[config.mk]
export PLATFORM = sky130hd
export DESIGN_NAME = div_period_meter_flat
export DESIGN_NICKNAME = d
export VERILOG_FILES = /design/src/rtl/div_period_meter_if.sv /design/src/rtl/div_period_meter.sv /design/src/flat_wrapper.sv
export SDC_FILE = /design/constraint.sdc
export NUM_CORES = 1
export LEC_CHECK = 0
export CAP_MARGIN = 15
export CORE_ASPECT_RATIO = 1.75
export CORE_UTILIZATION = 30
export DETAILED_ROUTE_END_ITERATION = 16
export GPL_ROUTABILITY_DRIVEN = 0
export MAX_ROUTING_LAYER = met4
export SLEW_MARGIN = 10
export SYNTH_ARGS = -nofsm -noshare
export SYNTH_HDL_FRONTEND = slang
export SYNTH_SLANG_ARGS = --single-unit
export TNS_END_PERCENT = 20
[constraint.sdc]
create_clock -name clk -period 2.3 [get_ports clk]
set_input_delay 0.23 -clock clk [delete_from_list [all_inputs] [get_ports clk]]
set_output_delay 0.23 -clock clk [all_outputs]
set_load 0.005 [all_outputs]
[src/rtl/div_period_meter_if.sv]
// div_period_meter_if: control, result and sampled-clock bundle between a divider test controller and div_period_meter.
interface div_period_meter_if #(
    parameter int WIDTH = 8,
    parameter int CNT_W = 16
);
    logic             div_in;
    logic [WIDTH-1:0] n_exp;
    logic             start;
    logic             busy;
    logic             done;
    logic [CNT_W-1:0] last_period;
    logic [CNT_W-1:0] last_high;
    logic             err_period;
    logic             err_duty;
    logic             timeout;
    logic             cfg_err;
    modport master (
        output div_in, n_exp, start,
        input  busy, done, last_period, last_high, err_period, err_duty, timeout, cfg_err
    );
    modport slave (
        input  div_in, n_exp, start,
        output busy, done, last_period, last_high, err_period, err_duty, timeout, cfg_err
    );
endinterface

[src/rtl/div_period_meter.sv]
// div_period_meter: measures period and high time of a divided clock sampled in the clk domain.
// Define DIV_METER_SYNC_EN to put a 2-flop synchronizer ahead of the sampling register.
module div_period_meter #(
    parameter int WIDTH       = 8,
    parameter int CNT_W       = 16,
    parameter int NUM_PERIODS = 4,
    parameter int TIMEOUT     = 1024
) (
    input logic clk,
    input logic reset_n,
    div_period_meter_if.slave m
);
    localparam int PD_W = $clog2(NUM_PERIODS + 1);
    localparam logic [CNT_W-1:0] TO_LAST = CNT_W'(TIMEOUT - 1);
    localparam logic [PD_W-1:0] PD_LAST = PD_W'(NUM_PERIODS - 1);
    typedef enum logic [1:0] {IDLE, ARM, MEASURE, DONE} state_t;
    state_t           state_q, state_d;
    logic [WIDTH-1:0] n_q, n_d;
    logic             s_q, s_d, p_q, p_d;
    logic [CNT_W-1:0] pcnt_q, pcnt_d, hcnt_q, hcnt_d, tcnt_q, tcnt_d;
    logic [PD_W-1:0]  pd_q, pd_d;
    logic [CNT_W-1:0] last_period_q, last_period_d, last_high_q, last_high_d;
    logic             err_period_q, err_period_d, err_duty_q, err_duty_d;
    logic             timeout_q, timeout_d, cfg_err_q, cfg_err_d;
    logic             rise, n_ok, p_bad, h_bad;
    logic [CNT_W-1:0] pcnt_inc, hcnt_inc, tcnt_inc;
`ifdef DIV_METER_SYNC_EN
    logic sync1_q, sync2_q;
    always_ff @(posedge clk or negedge reset_n) begin
        if (!reset_n) begin
            sync1_q <= 1'b0;
            sync2_q <= 1'b0;
        end else begin
            sync1_q <= m.div_in;
            sync2_q <= sync1_q;
        end
    end
    assign s_d = sync2_q;
`else
    assign s_d = m.div_in;
`endif
    assign p_d      = s_q;
    assign rise     = s_q & ~p_q;
    assign n_ok     = (m.n_exp != '0) && !m.n_exp[0];
    assign pcnt_inc = (&pcnt_q) ? pcnt_q : pcnt_q + CNT_W'(1);
    assign hcnt_inc = (&hcnt_q) ? hcnt_q : hcnt_q + CNT_W'(1);
    assign tcnt_inc = (&tcnt_q) ? tcnt_q : tcnt_q + CNT_W'(1);
    // a saturated period count can never be a valid measurement
    assign p_bad    = (pcnt_q != CNT_W'(n_q)) || (&pcnt_q);
    assign h_bad    = hcnt_q != CNT_W'(n_q >> 1);
    always_comb begin
        state_d       = state_q;
        n_d           = n_q;
        pcnt_d        = pcnt_q;
        hcnt_d        = hcnt_q;
        tcnt_d        = tcnt_q;
        pd_d          = pd_q;
        last_period_d = last_period_q;
        last_high_d   = last_high_q;
        err_period_d  = err_period_q;
        err_duty_d    = err_duty_q;
        timeout_d     = timeout_q;
        cfg_err_d     = cfg_err_q;
        case (state_q)
            IDLE: begin
                if (m.start && n_ok) begin
                    state_d       = ARM;
                    n_d           = m.n_exp;
                    tcnt_d        = '0;
                    pd_d          = '0;
                    last_period_d = '0;
                    last_high_d   = '0;
                    err_period_d  = 1'b0;
                    err_duty_d    = 1'b0;
                    timeout_d     = 1'b0;
                    cfg_err_d     = 1'b0;
                end else if (m.start) begin
                    cfg_err_d = 1'b1;
                end
            end
            ARM, MEASURE: begin
                pcnt_d = pcnt_inc;
                hcnt_d = s_q ? hcnt_inc : hcnt_q;
                tcnt_d = tcnt_inc;
                if (rise) begin
                    pcnt_d = CNT_W'(1);
                    hcnt_d = CNT_W'(1);
                    tcnt_d = '0;
                    if (state_q == ARM) begin
                        state_d = MEASURE;
                    end else begin
                        last_period_d = pcnt_q;
                        last_high_d   = hcnt_q;
                        err_period_d  = err_period_q | p_bad;
                        err_duty_d    = err_duty_q | h_bad;
                        pd_d          = pd_q + PD_W'(1);
                        state_d       = (pd_q == PD_LAST) ? DONE : MEASURE;
                    end
                end else if (tcnt_q == TO_LAST) begin
                    timeout_d = 1'b1;
                    state_d   = DONE;
                end
            end
            default: state_d = IDLE;
        endcase
    end
    always_ff @(posedge clk or negedge reset_n) begin
        if (!reset_n) begin
            state_q       <= IDLE;
            n_q           <= '0;
            s_q           <= 1'b0;
            p_q           <= 1'b0;
            pcnt_q        <= '0;
            hcnt_q        <= '0;
            tcnt_q        <= '0;
            pd_q          <= '0;
            last_period_q <= '0;
            last_high_q   <= '0;
            err_period_q  <= 1'b0;
            err_duty_q    <= 1'b0;
            timeout_q     <= 1'b0;
            cfg_err_q     <= 1'b0;
        end else begin
            state_q       <= state_d;
            n_q           <= n_d;
            s_q           <= s_d;
            p_q           <= p_d;
            pcnt_q        <= pcnt_d;
            hcnt_q        <= hcnt_d;
            tcnt_q        <= tcnt_d;
            pd_q          <= pd_d;
            last_period_q <= last_period_d;
            last_high_q   <= last_high_d;
            err_period_q  <= err_period_d;
            err_duty_q    <= err_duty_d;
            timeout_q     <= timeout_d;
            cfg_err_q     <= cfg_err_d;
        end
    end
    assign m.busy        = (state_q == ARM) || (state_q == MEASURE);
    assign m.done        = state_q == DONE;
    assign m.last_period = last_period_q;
    assign m.last_high   = last_high_q;
    assign m.err_period  = err_period_q;
    assign m.err_duty    = err_duty_q;
    assign m.timeout     = timeout_q;
    assign m.cfg_err     = cfg_err_q;
endmodule
[src/flat_wrapper.sv]
// flat-port wrapper written by rule: the top's interface ports become plain ports
module div_period_meter_flat 
#(
    parameter int WIDTH       = 8,
    parameter int CNT_W       = 16,
    parameter int NUM_PERIODS = 4,
    parameter int TIMEOUT     = 1024
)
  (clk, reset_n, m_div_in, m_n_exp, m_start, m_busy, m_done, m_last_period, m_last_high, m_err_period, m_err_duty, m_timeout, m_cfg_err);
  div_period_meter_if #(.WIDTH(WIDTH), .CNT_W(CNT_W)) m_i ();
  input logic clk;
  input logic reset_n;
  input wire logic [$bits(m_i.div_in)-1:0] m_div_in;
  input wire logic [$bits(m_i.n_exp)-1:0] m_n_exp;
  input wire logic [$bits(m_i.start)-1:0] m_start;
  output wire logic [$bits(m_i.busy)-1:0] m_busy;
  output wire logic [$bits(m_i.done)-1:0] m_done;
  output wire logic [$bits(m_i.last_period)-1:0] m_last_period;
  output wire logic [$bits(m_i.last_high)-1:0] m_last_high;
  output wire logic [$bits(m_i.err_period)-1:0] m_err_period;
  output wire logic [$bits(m_i.err_duty)-1:0] m_err_duty;
  output wire logic [$bits(m_i.timeout)-1:0] m_timeout;
  output wire logic [$bits(m_i.cfg_err)-1:0] m_cfg_err;
  assign m_i.div_in = m_div_in;
  assign m_i.n_exp = m_n_exp;
  assign m_i.start = m_start;
  assign m_busy = m_i.busy;
  assign m_done = m_i.done;
  assign m_last_period = m_i.last_period;
  assign m_last_high = m_i.last_high;
  assign m_err_period = m_i.err_period;
  assign m_err_duty = m_i.err_duty;
  assign m_timeout = m_i.timeout;
  assign m_cfg_err = m_i.cfg_err;
  div_period_meter #(.WIDTH(WIDTH), .CNT_W(CNT_W), .NUM_PERIODS(NUM_PERIODS), .TIMEOUT(TIMEOUT)) u_core (.clk(clk), .reset_n(reset_n), .m(m_i));
endmodule
==> results of run 1 <==
-- cell usage in the layout, fill, tap and decap left out, types with 3 or more instances in the layout --
| master | count |
|---|---|
| sky130_fd_sc_hd__or4_1 | 3 |
| sky130_fd_sc_hd__mux2_2 | 7 |
| sky130_fd_sc_hd__buf_4 | 33 |
| sky130_fd_sc_hd__nor4_1 | 13 |
| sky130_fd_sc_hd__o211ai_1 | 6 |
| sky130_fd_sc_hd__and3_1 | 8 |
| sky130_fd_sc_hd__a31oi_1 | 4 |
| sky130_fd_sc_hd__inv_1 | 11 |
| sky130_fd_sc_hd__o41ai_1 | 3 |
| sky130_fd_sc_hd__clkbuf_16 | 9 |
| sky130_fd_sc_hd__ha_1 | 8 |
| sky130_fd_sc_hd__nand4_1 | 19 |
| sky130_fd_sc_hd__nand3_1 | 28 |
| sky130_fd_sc_hd__xor2_1 | 17 |
| sky130_fd_sc_hd__xnor2_1 | 10 |
| sky130_fd_sc_hd__dfrtp_1 | 99 |
| sky130_fd_sc_hd__and2_1 | 5 |
| sky130_fd_sc_hd__nor2b_1 | 3 |
| sky130_fd_sc_hd__clkdlybuf4s50_1 | 48 |
| sky130_fd_sc_hd__nor2_1 | 30 |
| sky130_fd_sc_hd__o31ai_1 | 9 |
| sky130_fd_sc_hd__or3_1 | 4 |
| sky130_fd_sc_hd__nand2_1 | 98 |
| sky130_fd_sc_hd__nand2b_1 | 5 |
| sky130_fd_sc_hd__nor3_1 | 14 |
| sky130_fd_sc_hd__o21ai_0 | 61 |
| sky130_fd_sc_hd__a21oi_1 | 25 |
-- synth_stat cells (3+ instances only) --
master	count	area (um2)
sky130_fd_sc_hd__dfrtp_1	99	2477
sky130_fd_sc_hd__nand2_1	99	371.6
sky130_fd_sc_hd__o21ai_0	61	305.3
sky130_fd_sc_hd__nor2_1	30	112.6
sky130_fd_sc_hd__nand3_1	28	140.1
sky130_fd_sc_hd__a21oi_1	25	125.1
sky130_fd_sc_hd__nand4_1	19	118.9
sky130_fd_sc_hd__xor2_1	17	148.9
sky130_fd_sc_hd__clkbuf_1	15	56.30
sky130_fd_sc_hd__nor3_1	15	75.07
sky130_fd_sc_hd__nor4_1	13	81.33
sky130_fd_sc_hd__inv_1	11	41.29
sky130_fd_sc_hd__xnor2_1	10	87.58
sky130_fd_sc_hd__buf_2	9	45.04
sky130_fd_sc_hd__o31ai_1	9	67.56
sky130_fd_sc_hd__and3_1	8	50.05
sky130_fd_sc_hd__ha_1	8	100.1
sky130_fd_sc_hd__mux2_2	7	78.83
sky130_fd_sc_hd__o211ai_1	6	45.04
sky130_fd_sc_hd__and2_1	5	31.28
sky130_fd_sc_hd__nand2b_1	5	31.28
sky130_fd_sc_hd__a31oi_1	4	25.02
sky130_fd_sc_hd__or3_1	4	25.02
sky130_fd_sc_hd__nor2b_1	3	18.77
sky130_fd_sc_hd__o41ai_1	3	26.28
sky130_fd_sc_hd__or4_1	3	22.52
-- logic make-up (layout without fill, tap and decap cells) --
kind of cell	count (synthesis)	count (layout)	share of synthesized area
compound gates	132	132	0.1630
xor+xnor	27	27	0.04680
fa+ha+maj	8	8	0.01981
buf+inv	40	110	0.03392
flops	99	99	0.4903
mux	8	8	0.01758
simple gates	240	240	0.2286
-- power by group through the flow --
stage	clock, W	combinational [W]	sequential (W)
after floorplan	0	0.00155	0.00221
after global placement	0	0.00248	0.00233
after detailed placement	0	0.00251	0.00234
after CTS	0.00148	0.00253	0.00230
after global routing	0.00154	0.00278	0.00232
final	0.00143	0.00251	0.00230
-- sequential cells by signal (all words and copies together), names as in the netlist, 2 cells and up --
signal / count
u_core.hcnt_q: 16
u_core.m.last_high: 16
u_core.m.last_period: 16
u_core.pcnt_q: 16
u_core.tcnt_q: 16
u_core.n_q: 8
u_core.pd_q: 3
u_core.state_q: 2
-- final timing paths --
path,end,slack (ns),cells past startpoint
min in group asynchronous,u_core.p_d,0.40,2
worst min-delay path,u_core.p_d,0.32,1
max in group asynchronous,u_core.tcnt_q[15],1.20,3
worst max-delay path,u_core.tcnt_q[9],0.11,7
worst min register to register,u_core.m.last_period[14],0.48,2
worst max register to register,u_core.tcnt_q[9],0.11,7
-- cell type report --
cell class	count	area, um2
fillers	1695	10190
clock inverters	5	36.28
repair buffers	83	758.2
clock buffers	10	239.0
multi-input cells	415	2417
flip-flops and latches	99	2477
well taps	224	280.3
inverters	12	45.04
-- through the flow --
stage | setup TNS (ns) | power [W] | util | setup WS [ns] | instance area [um2]
2_1_floorplan | 0 | 0.003762 | - | 0.2743 | 5052
3_3_place_gp | 0 | 0.004809 | 0.3622 | 0.1496 | 5957
3_5_place_dp | 0 | 0.004846 | 0.3622 | 0.09301 | 5957
4_1_cts | 0 | 0.006309 | 0.3796 | 0.1232 | 6242
5_1_grt | -0.007508 | 0.006649 | 0.3803 | -0.007508 | 6254
6_report | 0 | 0.006238 | 0.3803 | 0.1068 | 6254
-- per-layer routing --
metal  vias to the layer above  GRT usage  routed length, um
met5                         -          -                  0
met4                         0    0.07428                291
met3                        21    0.02621                493
met2                       130     0.2951               7227
met1                      2123     0.1725               5084
li1                       2117          -                  -
-- what timing repair did --
item / in CTS / in global routing
hold endpoints to repair: 38 / 0
gates resized for setup: 0 / 2
endpoints found under the setup margin: 0 / 4
hold buffers: 1 / 0
==> metrics.log, run 1 <==
[metrics] outcome: complete, no violations
[metrics] IR drop worst, VDD: 0.0005427 V
[metrics] Crit Path Category: register to register
[metrics] buffers from clock root to sink, at most: 2
[metrics] asr flop ratio synth: 1.000
[metrics] slew at the pin with the worst max-slew slack: 0.7559 ns
[metrics] initial antenna violation count: 0
[metrics] Post-route DRC: 0
[metrics] Ant. Diodes: 0
[metrics] crit path cell chain: inv_1, ha_1, nor4b_2, a221oi_2, nand2_1, or4_1, nand3_1
[metrics] EDFF count, synth: 0
[metrics] largest net degree at the start of global routing: 71
[metrics] Post-Route WL: 13100 um
[metrics] Tcrit/Tclk final: 0.9536
[metrics] maximum level of the CTS H-tree: 3
[metrics] Post-Syn Area: 5052 um2
[metrics] CTS tree: built
[metrics] count of different cell masters after synthesis: 55
[metrics] cell with the biggest individual delay on the critical path: sky130_fd_sc_hd__or4_1
[metrics] startpoint of the worst-slack reg-to-reg timing path: u_core.state_q[0]
[metrics] number of CTS-inserted buffers: 9
[metrics] worst setup path startpoint: u_core.state_q[0]
[metrics] number of cells produced by synthesis: 554
[metrics] number of max-cap violations: 0
[metrics] global-route wire length before repair: 21870 um
[metrics] net total in the final layout: 640
[metrics] Slew headroom: 0.4952
[metrics] first-pass iteration count of the detailed router: 5
[metrics] fraction of layout instances using a drive strength above 1: 0.1106
[metrics] count of final max-slew check failures: 0
[metrics] total global-route track usage: 0.1639
[metrics] Critical Path Source Type: register
[metrics] Sw Share: 0.3951
[metrics] internal power: 0.003774 W
[metrics] Overflow after GRT: 0
[metrics] power share of the combinational group: 0.402
[metrics] vias in the first global route: 4411
[metrics] time the worst path needs with I/O delays and setup: 2.193 ns
[metrics] kind of end point of the critical path: register
[metrics] average vias per placed instance: 5.178
[metrics] Peak Freq: 0.4559 GHz
[metrics] data required time at the worst endpoint: 2.59 ns
[metrics] routed wirelength normalized by instance count: 15.44 um
[metrics] x dimension of the die: 100.1 um
[metrics] crit path DAT: 2.48 ns
[metrics] DR iter-0 viols: 282
[metrics] overall die height: 173.7 um
[metrics] placeable core region: 16450 um2
[metrics] signed area change from the synthesized netlist to the final layout: 23.77%
[metrics] net switching power: 0.002464 W
[metrics] leading register cell type out of synthesis: sky130_fd_sc_hd__dfrtp_1
[metrics] Post-Synthesis Net Count: 574
[metrics] register area share after synthesis: 0.4903
[metrics] Clock Power Share: 0.229
[metrics] ports placed on the boundary: 50
[metrics] HPWL reported at the end of detailed placement: 9938 um
[metrics] port buffer count: 49
[metrics] number of synthesis warnings: 0
[metrics] Inst Count DP: 832
[metrics] number of setup buffers added after CTS: 0
[metrics] mean instance size in the synthesized netlist: 9.120 um2
[metrics] largest driver fanout on the critical path: 6
[metrics] worst hold-check slack: 0.3229 ns
[metrics] standard-cell rows: 62
[metrics] final cell count without fillers: 848
[metrics] FF+latch count, synth: 99
[metrics] Num Clock Sinks: 99
[metrics] remaining antenna violation count after routing: 0
[metrics] via total after detailed routing: 4391
[metrics] die footprint: 17380 um2
[metrics] Min-Delay Startpoint: m_div_in
[metrics] total power per unit cell area: 997.5 nW/um2
[metrics] number of setup violations in the final report: 0
[metrics] largest incremental delay on the critical path: 0.53 ns
[metrics] clock skew: 0.01025 ns
[metrics] Reg clk slew, reported paths: 0.07 ns
[metrics] number of failing hold endpoints at the final stage: 0
[metrics] initial core utilization: 0.3072
[metrics] clock latency at the later pin of the worst-skew pair: 0.35 ns
[metrics] Worst path top cell family by delay: simple AND/OR/NAND/NOR gates
[metrics] Static Leakage: 2.553 nW
[metrics] classification of the worst-slack hold path: primary input to register
[metrics] number of buffers and inverters on the critical path: 1
[metrics] buffer cell driving the clock tree root: sky130_fd_sc_hd__clkbuf_16
[metrics] Sequential Power Share: 0.369
(Power assumes the default switching activity.)
==> run 2, diff against run 1 <==
--- a/config.mk
+++ b/config.mk
@@ -5,12 +5,13 @@
 export SDC_FILE = /design/constraint.sdc
 export NUM_CORES = 1
 export LEC_CHECK = 0
-export CAP_MARGIN = 15
+export CAP_MARGIN = 20
 export CORE_ASPECT_RATIO = 1.75
-export CORE_UTILIZATION = 30
+export CORE_UTILIZATION = 57
 export DETAILED_ROUTE_END_ITERATION = 16
 export GPL_ROUTABILITY_DRIVEN = 0
 export MAX_ROUTING_LAYER = met4
+export PLACE_DENSITY = 0.79
 export SLEW_MARGIN = 10
 export SYNTH_ARGS = -nofsm -noshare
 export SYNTH_HDL_FRONTEND = slang
==> metrics.log, run 2 (synthesis results as in run 1) <==
[metrics] Peak Freq: 0.4425 GHz (was 0.4559 GHz)
[metrics] Ant. Diodes: 0 (unchanged)
[metrics] initial antenna violation count: 0 (unchanged)
[metrics] number of setup violations in the final report: 0 (unchanged)
[metrics] standard-cell rows: 45 (was 62)
[metrics] Post-Route WL: 12650 um (was 13100 um)
[metrics] remaining antenna violation count after routing: 0 (unchanged)
[metrics] setup_tns: 0 ns (unchanged)
[metrics] total power per unit cell area: 1017 nW/um2 (was 997.5 nW/um2)
[metrics] global-route wire length before repair: 20560 um (was 21870 um)
[metrics] slew at the pin with the worst max-slew slack: 0.6368 ns (was 0.7559 ns)
[metrics] Overflow after GRT: 0 (unchanged)
[metrics] Worst path top cell family by delay: simple AND/OR/NAND/NOR gates (unchanged)
[metrics] routed wirelength normalized by instance count: 17.16 um (was 15.44 um)
[metrics] time the worst path needs with I/O delays and setup: 2.260 ns (was 2.193 ns)
[metrics] classification of the worst-slack hold path: primary input to register (unchanged)
[metrics] Num Clock Sinks: 99 (unchanged)
[metrics] port buffer count: 49 (unchanged)
[metrics] net total in the final layout: 635 (was 640)
[metrics] CTS tree: built (unchanged)
[metrics] first-pass iteration count of the detailed router: 10 (was 5)
[metrics] x dimension of the die: 73.17 um (was 100.1 um)
[metrics] IR drop worst, VDD: 0.0006341 V (was 0.0005427 V)
[metrics] HPWL reported at the end of detailed placement: 9188 um (was 9938 um)
[metrics] total global-route track usage: 0.3020 (was 0.1639)
[metrics] kind of end point of the critical path: register (unchanged)
[metrics] buffer cell driving the clock tree root: sky130_fd_sc_hd__clkbuf_16 (unchanged)
[metrics] data required time at the worst endpoint: 2.55 ns (was 2.59 ns)
[metrics] number of buffers and inverters on the critical path: 1 (unchanged)
[metrics] placeable core region: 8615 um2 (was 16450 um2)
[metrics] Static Leakage: 2.528 nW (was 2.553 nW)
[metrics] crit path cell chain: ha_1, nand2_1, or4_4, o31ai_4, buf_4, o21ai_0, o31ai_1 (was inv_1, ha_1, nor4b_2, a221oi_2, nand2_1, or4_1, nand3_1)
[metrics] top library cells by usage in the layout, fill and taps aside: sky130_fd_sc_hd__nand2_1 (98), sky130_fd_sc_hd__dfrtp_1 (98), sky130_fd_sc_hd__o21ai_0 (61) (was sky130_fd_sc_hd__dfrtp_1 (99), sky130_fd_sc_hd__nand2_1 (98), sky130_fd_sc_hd__o21ai_0 (61))
[metrics] fin area: 6102 um2 (was 6254 um2)
[metrics] largest incremental delay on the critical path: 0.60 ns (was 0.53 ns)
[metrics] initial core utilization: 0.5865 (was 0.3072)
[metrics] maximum level of the CTS H-tree: 3 (unchanged)
[metrics] via total after detailed routing: 4533 (was 4391)
[metrics] largest driver fanout on the critical path: 7 (was 6)
[metrics] number of CTS-inserted buffers: 9 (unchanged)
[metrics] crit path DAT: 2.51 ns (was 2.48 ns)
[metrics] vias in the first global route: 4343 (was 4411)
[metrics] count of final max-slew check failures: 0 (unchanged)
[metrics] Post-route DRC: 0 (unchanged)
[metrics] ports placed on the boundary: 50 (unchanged)
[metrics] buffers from clock root to sink, at most: 2 (unchanged)
[metrics] signed area change from the synthesized netlist to the final layout: 20.78% (was 23.77%)
[metrics] overall die height: 126.5 um (was 173.7 um)
[metrics] final core utilization: 0.7084 (was 0.3803)
[metrics] Reg clk slew, reported paths: 0.06 ns (was 0.07 ns)
[metrics] Crit Path Category: register to register (unchanged)
[metrics] average vias per placed instance: 6.151 (was 5.178)
[metrics] area post-placement: 5783 um2 (was 5957 um2)
[metrics] Tcrit/Tclk final: 0.9826 (was 0.9536)
[metrics] clock skew: 0.007874 ns (was 0.01025 ns)
[metrics] outcome: complete, no violations (unchanged)
[metrics] number of failing hold endpoints at the final stage: 0 (unchanged)
[metrics] cell with the biggest individual delay on the critical path: sky130_fd_sc_hd__or4_4 (was sky130_fd_sc_hd__or4_1)
[metrics] DR iter-0 viols: 469 (was 282)
[metrics] number of max-cap violations: 0 (unchanged)
[metrics] largest net degree at the start of global routing: 64 (was 71)
[metrics] die footprint: 9259 um2 (was 17380 um2)
[metrics] fraction of layout instances using a drive strength above 1: 0.1032 (was 0.1106)
[metrics] Critical Path Source Type: register (unchanged)
[metrics] clock latency at the later pin of the worst-skew pair: 0.35 ns (about the same)
[metrics] Slew headroom: 0.5716 (was 0.4952)
-- run 2: where the power goes --
part / switching [W] / internal (W) / total, W
clock: 0.000650 / 0.000766 / 0.00142
sequential: 0.000307 / 0.00200 / 0.00230
combinational: 0.00149 / 0.000995 / 0.00249
total: 0.00245 / 0.00376 / 0.00620
-- run 2: final timing paths --
check / start / endpoint / slack [ns] / depth (start not counted)
min in group asynchronous: reset_n / u_core.hcnt_q[13] / 0.40 / 2
worst max-delay path: u_core.hcnt_q[0] / u_core.hcnt_q[5] / 0.04 / 7
worst max register to register: u_core.hcnt_q[0] / u_core.hcnt_q[5] / 0.04 / 7
max in group asynchronous: reset_n / u_core.tcnt_q[1] / 1.23 / 3
worst min-delay path: m_div_in / u_core.p_d / 0.32 / 1
worst min register to register: u_core.m.last_period[11] / u_core.m.last_period[11] / 0.48 / 2
-- run 2: cell type report --
| class | count | area, um2 |
|---|---|---|
| inverters | 12 | 45.04 |
| clock buffers | 11 | 242.7 |
| fillers | 669 | 2512 |
| well taps | 117 | 146.4 |
| clock inverters | 5 | 37.54 |
| flip-flops and latches | 99 | 2479 |
| multi-input cells | 415 | 2411 |
| repair buffers | 78 | 740.7 |
-- run 2: layer usage --
metal	wire, um	part of all wire	global-route usage	vias up
li1	-	-	-	2111
met4	622	0.049	0.1684	0
met3	607	0.048	0.05639	55
met1	4655	0.37	0.3255	2177
met2	6764	0.53	0.5093	190
met5	0	0	-	-
-- run 2: stage by stage --
step / hold slack [ns] / instances / worst slack (ns) / power [W]
after detailed placement: 0.2428 / 718 / 0.08714 / 0.004714
after global routing: 0.3282 / 737 / -0.07684 / 0.006564
final: 0.3193 / 737 / 0.03994 / 0.006204
after CTS: 0.3183 / 735 / 0.04348 / 0.006150
after floorplan: -0.06559 / 554 / 0.2743 / 0.003762
after global placement: 0.2392 / 718 / 0.1918 / 0.004644
-- run 2: repair_timing --
action	4_1_cts	5_1_grt
gates resized for setup	1	3
hold endpoints to repair	39	0
buffers inserted	0	2
hold buffers	1	0
endpoints found under the setup margin	1	9
pin swaps	0	1
